## src/rtl/tp_ram_arbiter.sv

```systemverilog
`default_nettype none
// +--------------------------------------------------------------------------+
// | Module  : tp_ram_arbiter                                                 |
// | Purpose : Shares both ports of a tp_ram (write port and read port)       |
// |           between two requesters. Each port has its own round-robin      |
// |           arbiter, so one write and one read can issue per cycle. Read   |
// |           data is steered back to its issuer by a latency-matched tag    |
// |           pipeline.                                                      |
// | Options : TP_RAM_ARB_INIT_EN - when defined, the RAM is zero-filled      |
// |           after every reset (INIT state, busy=1, no grants).             |
// | Ports   : clk, rst_n           clock, async active-low reset             |
// |           rN_req/we/addr/wdata request side for requester N (N=0,1)      |
// |           rN_gnt               combinational accept                      |
// |           rN_rvalid/rdata      read return for requester N               |
// |           ram_wr_*, ram_rd_*   to the tp_ram write / read ports          |
// |           ram_rd_data          read data from tp_ram                     |
// |           busy                 initialisation in progress                |
// | Revision: 1.0 - initial release                                          |
// +--------------------------------------------------------------------------+
module tp_ram_arbiter #(
  parameter int DEPTH        = 16,
  parameter int DATA_WIDTH   = 8,
  parameter int READ_LATENCY = 3,
  parameter int ADDR_WIDTH   = (DEPTH <= 1) ? 1 : $clog2(DEPTH)
) (
  input  logic                  clk,
  input  logic                  rst_n,
  // requester 0
  input  logic                  r0_req,
  input  logic                  r0_we,
  input  logic [ADDR_WIDTH-1:0] r0_addr,
  input  logic [DATA_WIDTH-1:0] r0_wdata,
  output logic                  r0_gnt,
  output logic                  r0_rvalid,
  output logic [DATA_WIDTH-1:0] r0_rdata,
  // requester 1
  input  logic                  r1_req,
  input  logic                  r1_we,
  input  logic [ADDR_WIDTH-1:0] r1_addr,
  input  logic [DATA_WIDTH-1:0] r1_wdata,
  output logic                  r1_gnt,
  output logic                  r1_rvalid,
  output logic [DATA_WIDTH-1:0] r1_rdata,
  // tp_ram side
  output logic                  ram_wr_en,
  output logic [ADDR_WIDTH-1:0] ram_wr_addr,
  output logic [DATA_WIDTH-1:0] ram_wr_data,
  output logic                  ram_rd_en,
  output logic [ADDR_WIDTH-1:0] ram_rd_addr,
  input  logic [DATA_WIDTH-1:0] ram_rd_data,
  // status
  output logic                  busy
);

  typedef enum logic [0:0] {
    ST_INIT = 1'b0,
    ST_RUN  = 1'b1
  } state_t;

  state_t r_state;
  state_t w_state_nxt;
  logic   w_init_wr;
  logic   w_run;

`ifdef TP_RAM_ARB_INIT_EN
  localparam state_t                C_RESET_STATE = ST_INIT;
  localparam logic [ADDR_WIDTH-1:0] C_LAST_ADDR   = ADDR_WIDTH'(DEPTH - 1);

  logic [ADDR_WIDTH-1:0] r_init_addr;
  logic                  w_init_done;

  assign w_init_done = (r_init_addr == C_LAST_ADDR);

  // Address of the zero-fill write issued this cycle while in INIT.
  always_ff @(posedge clk or negedge rst_n) begin
    if (!rst_n) begin
      r_init_addr <= '0;
    end else if (r_state == ST_INIT) begin
      r_init_addr <= w_init_done ? '0 : r_init_addr + 1'b1;
    end
  end
`else
  localparam state_t C_RESET_STATE = ST_RUN;
`endif

  // ---------------------------------------------------------------------
  // FSM
  // ---------------------------------------------------------------------
  always_ff @(posedge clk or negedge rst_n) begin
    if (!rst_n) begin
      r_state <= C_RESET_STATE;
    end else begin
      r_state <= w_state_nxt;
    end
  end

  always_comb begin
    w_state_nxt = r_state;
    w_init_wr   = 1'b0;
    unique case (r_state)
      ST_INIT: begin
`ifdef TP_RAM_ARB_INIT_EN
        // Gated by rst_n so the RAM sees no write while reset is held.
        w_init_wr = rst_n;
        if (w_init_done) begin
          w_state_nxt = ST_RUN;
        end
`else
        w_state_nxt = ST_RUN;
`endif
      end
      default: begin
        w_state_nxt = ST_RUN;
      end
    endcase
  end

  // Grants are combinational, so they must be forced low while reset is held.
  assign w_run = rst_n & (r_state == ST_RUN);

`ifdef TP_RAM_ARB_INIT_EN
  assign busy = (r_state == ST_INIT);
`else
  assign busy = 1'b0;
`endif

  // ---------------------------------------------------------------------
  // Write port arbitration
  // ---------------------------------------------------------------------
  logic                  r_wr_last;   // last write winner
  logic                  w_wc0, w_wc1;
  logic                  w_wr_gnt;
  logic                  w_wr_sel;
  logic [ADDR_WIDTH-1:0] w_wr_addr_arb;
  logic [DATA_WIDTH-1:0] w_wr_data_arb;

  assign w_wc0    = w_run & r0_req & r0_we;
  assign w_wc1    = w_run & r1_req & r1_we;
  assign w_wr_gnt = w_wc0 | w_wc1;
  // Requester 1 wins when alone, or when both compete and 0 won last time.
  assign w_wr_sel = w_wc1 & (~w_wc0 | ~r_wr_last);

  assign w_wr_addr_arb = w_wr_sel ? r1_addr  : r0_addr;
  assign w_wr_data_arb = w_wr_sel ? r1_wdata : r0_wdata;

  // ---------------------------------------------------------------------
  // Read port arbitration
  // ---------------------------------------------------------------------
  logic r_rd_last;   // last read winner
  logic w_rc0, w_rc1;
  logic w_rd_gnt;
  logic w_rd_sel;

  // A read hitting the address being written this cycle is held back one
  // cycle so that it always returns the post-write data.
  assign w_rc0 = w_run & r0_req & ~r0_we & ~(w_wr_gnt & (r0_addr == w_wr_addr_arb));
  assign w_rc1 = w_run & r1_req & ~r1_we & ~(w_wr_gnt & (r1_addr == w_wr_addr_arb));

  assign w_rd_gnt = w_rc0 | w_rc1;
  assign w_rd_sel = w_rc1 & (~w_rc0 | ~r_rd_last);

  // Pointers reset to "requester 1 won last" so requester 0 is preferred.
  always_ff @(posedge clk or negedge rst_n) begin
    if (!rst_n) begin
      r_wr_last <= 1'b1;
      r_rd_last <= 1'b1;
    end else begin
      if (w_wr_gnt) begin
        r_wr_last <= w_wr_sel;
      end
      if (w_rd_gnt) begin
        r_rd_last <= w_rd_sel;
      end
    end
  end

  assign r0_gnt = (w_wr_gnt & ~w_wr_sel) | (w_rd_gnt & ~w_rd_sel);
  assign r1_gnt = (w_wr_gnt &  w_wr_sel) | (w_rd_gnt &  w_rd_sel);

  // ---------------------------------------------------------------------
  // RAM-side muxing
  // ---------------------------------------------------------------------
  always_comb begin
    ram_wr_en   = w_wr_gnt;
    ram_wr_addr = w_wr_addr_arb;
    ram_wr_data = w_wr_data_arb;
`ifdef TP_RAM_ARB_INIT_EN
    if (w_init_wr) begin
      ram_wr_en   = 1'b1;
      ram_wr_addr = r_init_addr;
      ram_wr_data = '0;
    end
`else
    if (w_init_wr) begin
      ram_wr_en = 1'b1;
    end
`endif
  end

  assign ram_rd_en   = w_rd_gnt;
  assign ram_rd_addr = w_rd_sel ? r1_addr : r0_addr;

  // ---------------------------------------------------------------------
  // Tag pipeline: one {valid,id} stage per cycle of RAM read latency
  // ---------------------------------------------------------------------
  logic [READ_LATENCY-1:0] r_tag_v;
  logic [READ_LATENCY-1:0] r_tag_id;

  always_ff @(posedge clk or negedge rst_n) begin
    if (!rst_n) begin
      r_tag_v  <= '0;
      r_tag_id <= '0;
    end else begin
      r_tag_v[0]  <= w_rd_gnt;
      r_tag_id[0] <= w_rd_sel;
      for (int i = 1; i < READ_LATENCY; i++) begin
        r_tag_v[i]  <= r_tag_v[i-1];
        r_tag_id[i] <= r_tag_id[i-1];
      end
    end
  end

  assign r0_rvalid = r_tag_v[READ_LATENCY-1] & ~r_tag_id[READ_LATENCY-1];
  assign r1_rvalid = r_tag_v[READ_LATENCY-1] &  r_tag_id[READ_LATENCY-1];
  assign r0_rdata  = ram_rd_data;
  assign r1_rdata  = ram_rd_data;

endmodule
`default_nettype wire
```

## config.mk

```make
export PLATFORM = sky130hd
export DESIGN_NAME = tp_ram_arbiter
export DESIGN_NICKNAME = d
export VERILOG_FILES = /design/src/rtl/tp_ram_arbiter.sv
export SDC_FILE = /design/constraint.sdc
export NUM_CORES = 1
export LEC_CHECK = 0
export ABC_AREA = 0
export CAP_MARGIN = 25
export CORE_MARGIN = 2
export CORE_UTILIZATION = 25
export CTS_BUF_LIST = sky130_fd_sc_hd__clkbuf_16
export CTS_CLUSTER_DIAMETER = 40
export DETAILED_ROUTE_END_ITERATION = 8
export PLACE_DENSITY = 0.71
export SYNTH_ARGS = -nofsm -noshare
export SYNTH_HDL_FRONTEND = slang
export SYNTH_SLANG_ARGS = --single-unit
export TNS_END_PERCENT = 50
```

## constraint.sdc

```tcl
create_clock -name clk -period 1.5 [get_ports clk]
set_input_delay 0.15 -clock clk [delete_from_list [all_inputs] [get_ports clk]]
set_output_delay 0.15 -clock clk [all_outputs]
set_load 0.02 [all_outputs]
```

; ---- Word level (Yosys, flattened, before mapping)
; Index checks and enable logic that the tools add are counted.
[word_totals]
reg_bits = 8
latchBits = 0
ramBits = 0
mem_bits_ro = 0
in_bits = 38
out_inout_bits = 39
wordCells = 44
memories = 0
[op_classes]
addsub = 0
multipliers = 0
n_div = 0
magnitude_cmp = 0
n_eq_ne = 2
shifts = 0
mux = 3
n_bitwise = 35
n_reduce_logical = 0
[op_table]
columns = op, n
row1 = $and A1 B1 Y1, 18
row2 = $not A1 Y1, 11
row3 = $eq A4 B4 Y1, 2
row4 = $mux W4, 2
row5 = $mux W8, 1
row6 = $or A1 B1 Y1, 6

; ---- Longest topological paths before layout
[depth]
depth_word = 16
depth_mapped = 5
ltp_nobuf = 4

; ---- Least setup slack after synthesis
; OpenSTA, ideal clock, no wires.
[synth_path]
path_type = flip-flop to output port
from = register r_rd_last
to = output r1_gnt
arrival_time_ns = 1.484
required_ns = 1.350
path_slack_ns = -0.134
stages_incl_launch_ff = 5
path_buffers = 1
path_cell_list = dfstp_2 -> and2_4 -> or3_1 -> buf_6 -> o21ai_0
[synth_via]
elab_chain_cells = 5
[synth_rtl]
columns = item, line_no
row1 = from (decl), 149  ; logic r_rd_last;
row2 = from (signal assigned), 172  ; r_rd_last <= w_rd_sel;
row3 = $not A1 Y1, 160  ; assign w_rd_sel = w_rc1 & (~w_rc0 | ~r_rd_last);
row4 = $or A1 B1 Y1, 160
row5 = $and A1 B1 Y1, 160
row6 = $and A1 B1 Y1, 178  ; assign r1_gnt = (w_wr_gnt & w_wr_sel) | (w_rd_gnt & w_rd_sel);
row7 = $or A1 B1 Y1, 178
row8 = to (decl), 41  ; output logic r1_gnt,
; Every way passes these cells.

; ---- Final worst setup path
[layout_path]
from = register r_rd_last
to = output ram_rd_addr[1]
[layout_via]
elab_chain_cells = 4
[layout_rtl]
columns = item, line_no
row1 = $not A1 Y1, 160
row2 = $or A1 B1 Y1, 160
row3 = $and A1 B1 Y1, 160
row4 = $mux W4, 201  ; assign ram_rd_addr = w_rd_sel ? r1_addr : r0_addr;
row5 = to (decl), 49  ; output logic [ADDR_WIDTH-1:0] ram_rd_addr,
; Every way passes these cells.

==> summary.txt <==
Logic synthesis
  • Post-synth top cells: 17 x buf_4, 12 x mux2_2, 6 x dfrtp_1
  • Ys Warns: 0
  • Post-synth top area cell: dfrtp_1
  • Top cells by area, synth: dfrtp_1 20%, mux2_2 18%, buf_4 17%
  • Synth Net Count: 117
  • Yosys top cell area share: 19.7%
  • #FFs+latches synth: 8
  • Yosys cell types: 28
  • Sequential-to-total area share from yosys stat: 26.6%
  • Post-Syn Area per Cell: 9.66 um2
  • Post-synth EDFFs: 0
  • Post-Syn Area: 763 um2
  • Most numerous cell in the Yosys netlist: buf_4
  • Async S/R FF share, synth: 100%
  • Synth Instances: 79
  • Ys flop type: dfrtp_1

STA
  • Final setup violation count: 18
  • Max Slew Vio Count: 0
  • Final hold violation count: 0
  • Final setup TNS: -3.22 ns
  • Final worst slack: -0.216 ns
  • RSZ-0062 raised after global routing: yes
  • F_max: 0.583 GHz
  • Final Skew: 0.000334 ns
  • Crit path time final: 1.72 ns
  • Crit share post-route: 114%

Global route
  • Total grt overflow: 0
  • Global-route wire length before repair: 3550 um
  • Vias in the first global route: 836
  • Initial antenna violation count: 0
  • Total track usage: 13.2%
  • Largest net degree at the start of global routing: 14

Placed design
  • GPL Wtd Cong: 0.861
  • I/O Buffers: 51
  • HPWL after detailed placement: 1620 um

Worst setup path
  • Family with the most delay on the worst path: simple AND/OR/NAND/NOR gates
  • CP max FO: 6
  • Crit Path Category: reg2out
  • Critical Path AT: 1.57 ns
  • Buffers & Inverters on Critical Path: 1
  • Slowest-stage cell, CP: or3_4
  • R2r endpoint: r_rd_last$_DFFE_PN1P_
  • Crit Reg-Reg Startpoint: r_rd_last$_DFFE_PN1P_
  • Crit path from: r_rd_last$_DFFE_PN1P_
  • Crit end category: output port
  • Reg2Reg Setup Slack: 0.25 ns
  • Worst R2R Path Depth: 5
  • Critical Path RT: 1.35 ns
  • Worst stage delay on the critical path: 0.39 ns
  • Type of origin of the critical path: flip-flop
  • CP cell instances: and2_4, or3_4, mux2_4, buf_6

CTS
  • CTS tree: built
  • Root buf cell: clkbuf_16
  • Hold Buf Count CTS: 0
  • H-tree levels: 1
  • CTS Buffer Depth: 2
  • Clock sinks: 8
  • TritonCTS Buffers: 3
  • Latest clock arrival within the worst-skew pair: 0.23 ns
  • Worst-path clk slew: 0.04 ns

Power and ir drop
  • Switching portion of total power: 26.3%
  • Total power: 1.18 mW
  • Psw: 0.311 mW
  • Sequential share of power: 22.5%
  • Clock Power Share: 38.7%
  • Pleak: 0.778 nW
  • Worst vdd rail ir drop: 0.000353 V
  • Pint: 0.873 mW
  • Pwr Density: 773 mW/mm2
  • Gate power share: 38.8%

Detailed routing
  • Routed wire length per instance: 13.2 um
  • Vias after detailed routing: 776
  • Via-to-Cell Ratio: 4.62
  • Routed WL: 2220 um
  • Residual DRC count: 0
  • Remaining antenna violation count after routing: 0
  • Drt first pass iters: 4
  • Initial DRC Count: 7

Floorplanning
  • Initial Util: 25.6%
  • Die area: 0.00351 mm2
  • Number of placed I/O pins: 77
  • Die Y: 59.3 um
  • Die X-Extent: 59.3 um
  • Core Region: 0.00298 mm2
  • Cell Rows: 20

Final layout
  • Nets: 174
  • # diodes: 0
  • Area Growth Syn to Fin: 101%
  • Share of layout cells above drive strength 1: 53.3%

Run
  • # Max-Cap Violations: 0

Outcome
  • Failing checks: setup timing
  • Status: finished with violations

Hold path
  • Worst Hold Class: in2async
-- cell type report --
| class | instances | area [um2] |
|---|---|---|
| Sequential cell | 8 | 203 |
| Tap cell | 33 | 41.3 |
| Clock inverter | 1 | 3.75 |
| Inverter | 3 | 13.8 |
| Multi-Input combinational cell | 49 | 495 |
| Timing Repair Buffer | 71 | 699 |
| Clock buffer | 3 | 75.1 |
| Fill cell | 288 | 1450 |
-- what timing repair did --
| item | in CTS | in global routing |
|---|---|---|
| setup buffers | 4 | 2 |
| gates cloned | 1 | 0 |
| hold endpoints to repair | 0 | 0 |
| endpoints found under the setup margin | 20 | 21 |
| gates resized for setup | 153 | 5 |
| pin swaps | 7 | 3 |
-- sequential cells by signal, indices dropped and copies added (netlist names) --
register   count
r_tag_id       3
r_tag_v        3
r_rd_last      1
r_wr_last      1
-- worst max-delay path by stage --
stage	endpoint	slack (ns)	cells past startpoint
finish	ram_rd_addr[1]	-0.22	4
CTS	ram_rd_addr[2]	-0.21	4
detailed placement	ram_rd_addr[1]	-0.93	6
global placement	ram_rd_addr[0]	-0.92	6
floorplan	r1_gnt	0.02	4
global route	ram_rd_addr[3]	-0.24	4
-- routing by layer --
layer	vias up	GRT usage [%]	part of all wire (%)
met4	0	3.90	0.77
met3	2	5.24	8.9
met2	40	22.6	55
li1	364	-	-
met1	370	15.0	36
met5	-	0	0
-- power groups by stage --
stage	Sequential [mW]	Clock [mW]	Combinational, mW
global route	0.268	0.478	0.491
finish	0.267	0.458	0.459
global placement	0.265	0	0.397
CTS	0.265	0.458	0.454
floorplan	0.270	0	0.240
detailed placement	0.266	0	0.405
-- cell families (layout without fill, tap and decap cells) --
group / Yosys count / after routing / synth area share [%]
compound gates: 8 / 8 / 7.71
xor+xnor: 4 / 4 / 4.59
buf+inv: 22 / 78 / 20.3
flops: 8 / 8 / 26.6
mux: 16 / 16 / 25.6
other cells: 1 / 1 / 0.491
simple gates: 20 / 20 / 14.8
-- cell usage in the layout, fill, tap and decap left out, types with 4 or more instances in the layout --
cell / netlist / layout
xnor2_1: 4 / 4
buf_6: 1 / 19
clkdlybuf4s50_1: 0 / 17
buf_4: 17 / 18
dlygate4sd2_1: 0 / 12
dfrtp_1: 6 / 6
mux2_4: 4 / 16
-- stage by stage --
stage / instances / worst slack [ns] / hold WS [ns] / area, um2 / util, %
2_1_floorplan: 79 / 0.0241 / -0.146 / 766 / -
3_3_place_gp: 157 / -0.924 / 0.300 / 1280 / 43.0
3_5_place_dp: 157 / -0.930 / 0.300 / 1280 / 43.0
4_1_cts: 166 / -0.215 / 0.0111 / 1510 / 50.6
5_1_grt: 168 / -0.237 / 0.0519 / 1530 / 51.4
6_report: 168 / -0.216 / 0.00329 / 1530 / 51.4
(Power assumes the default switching activity.)
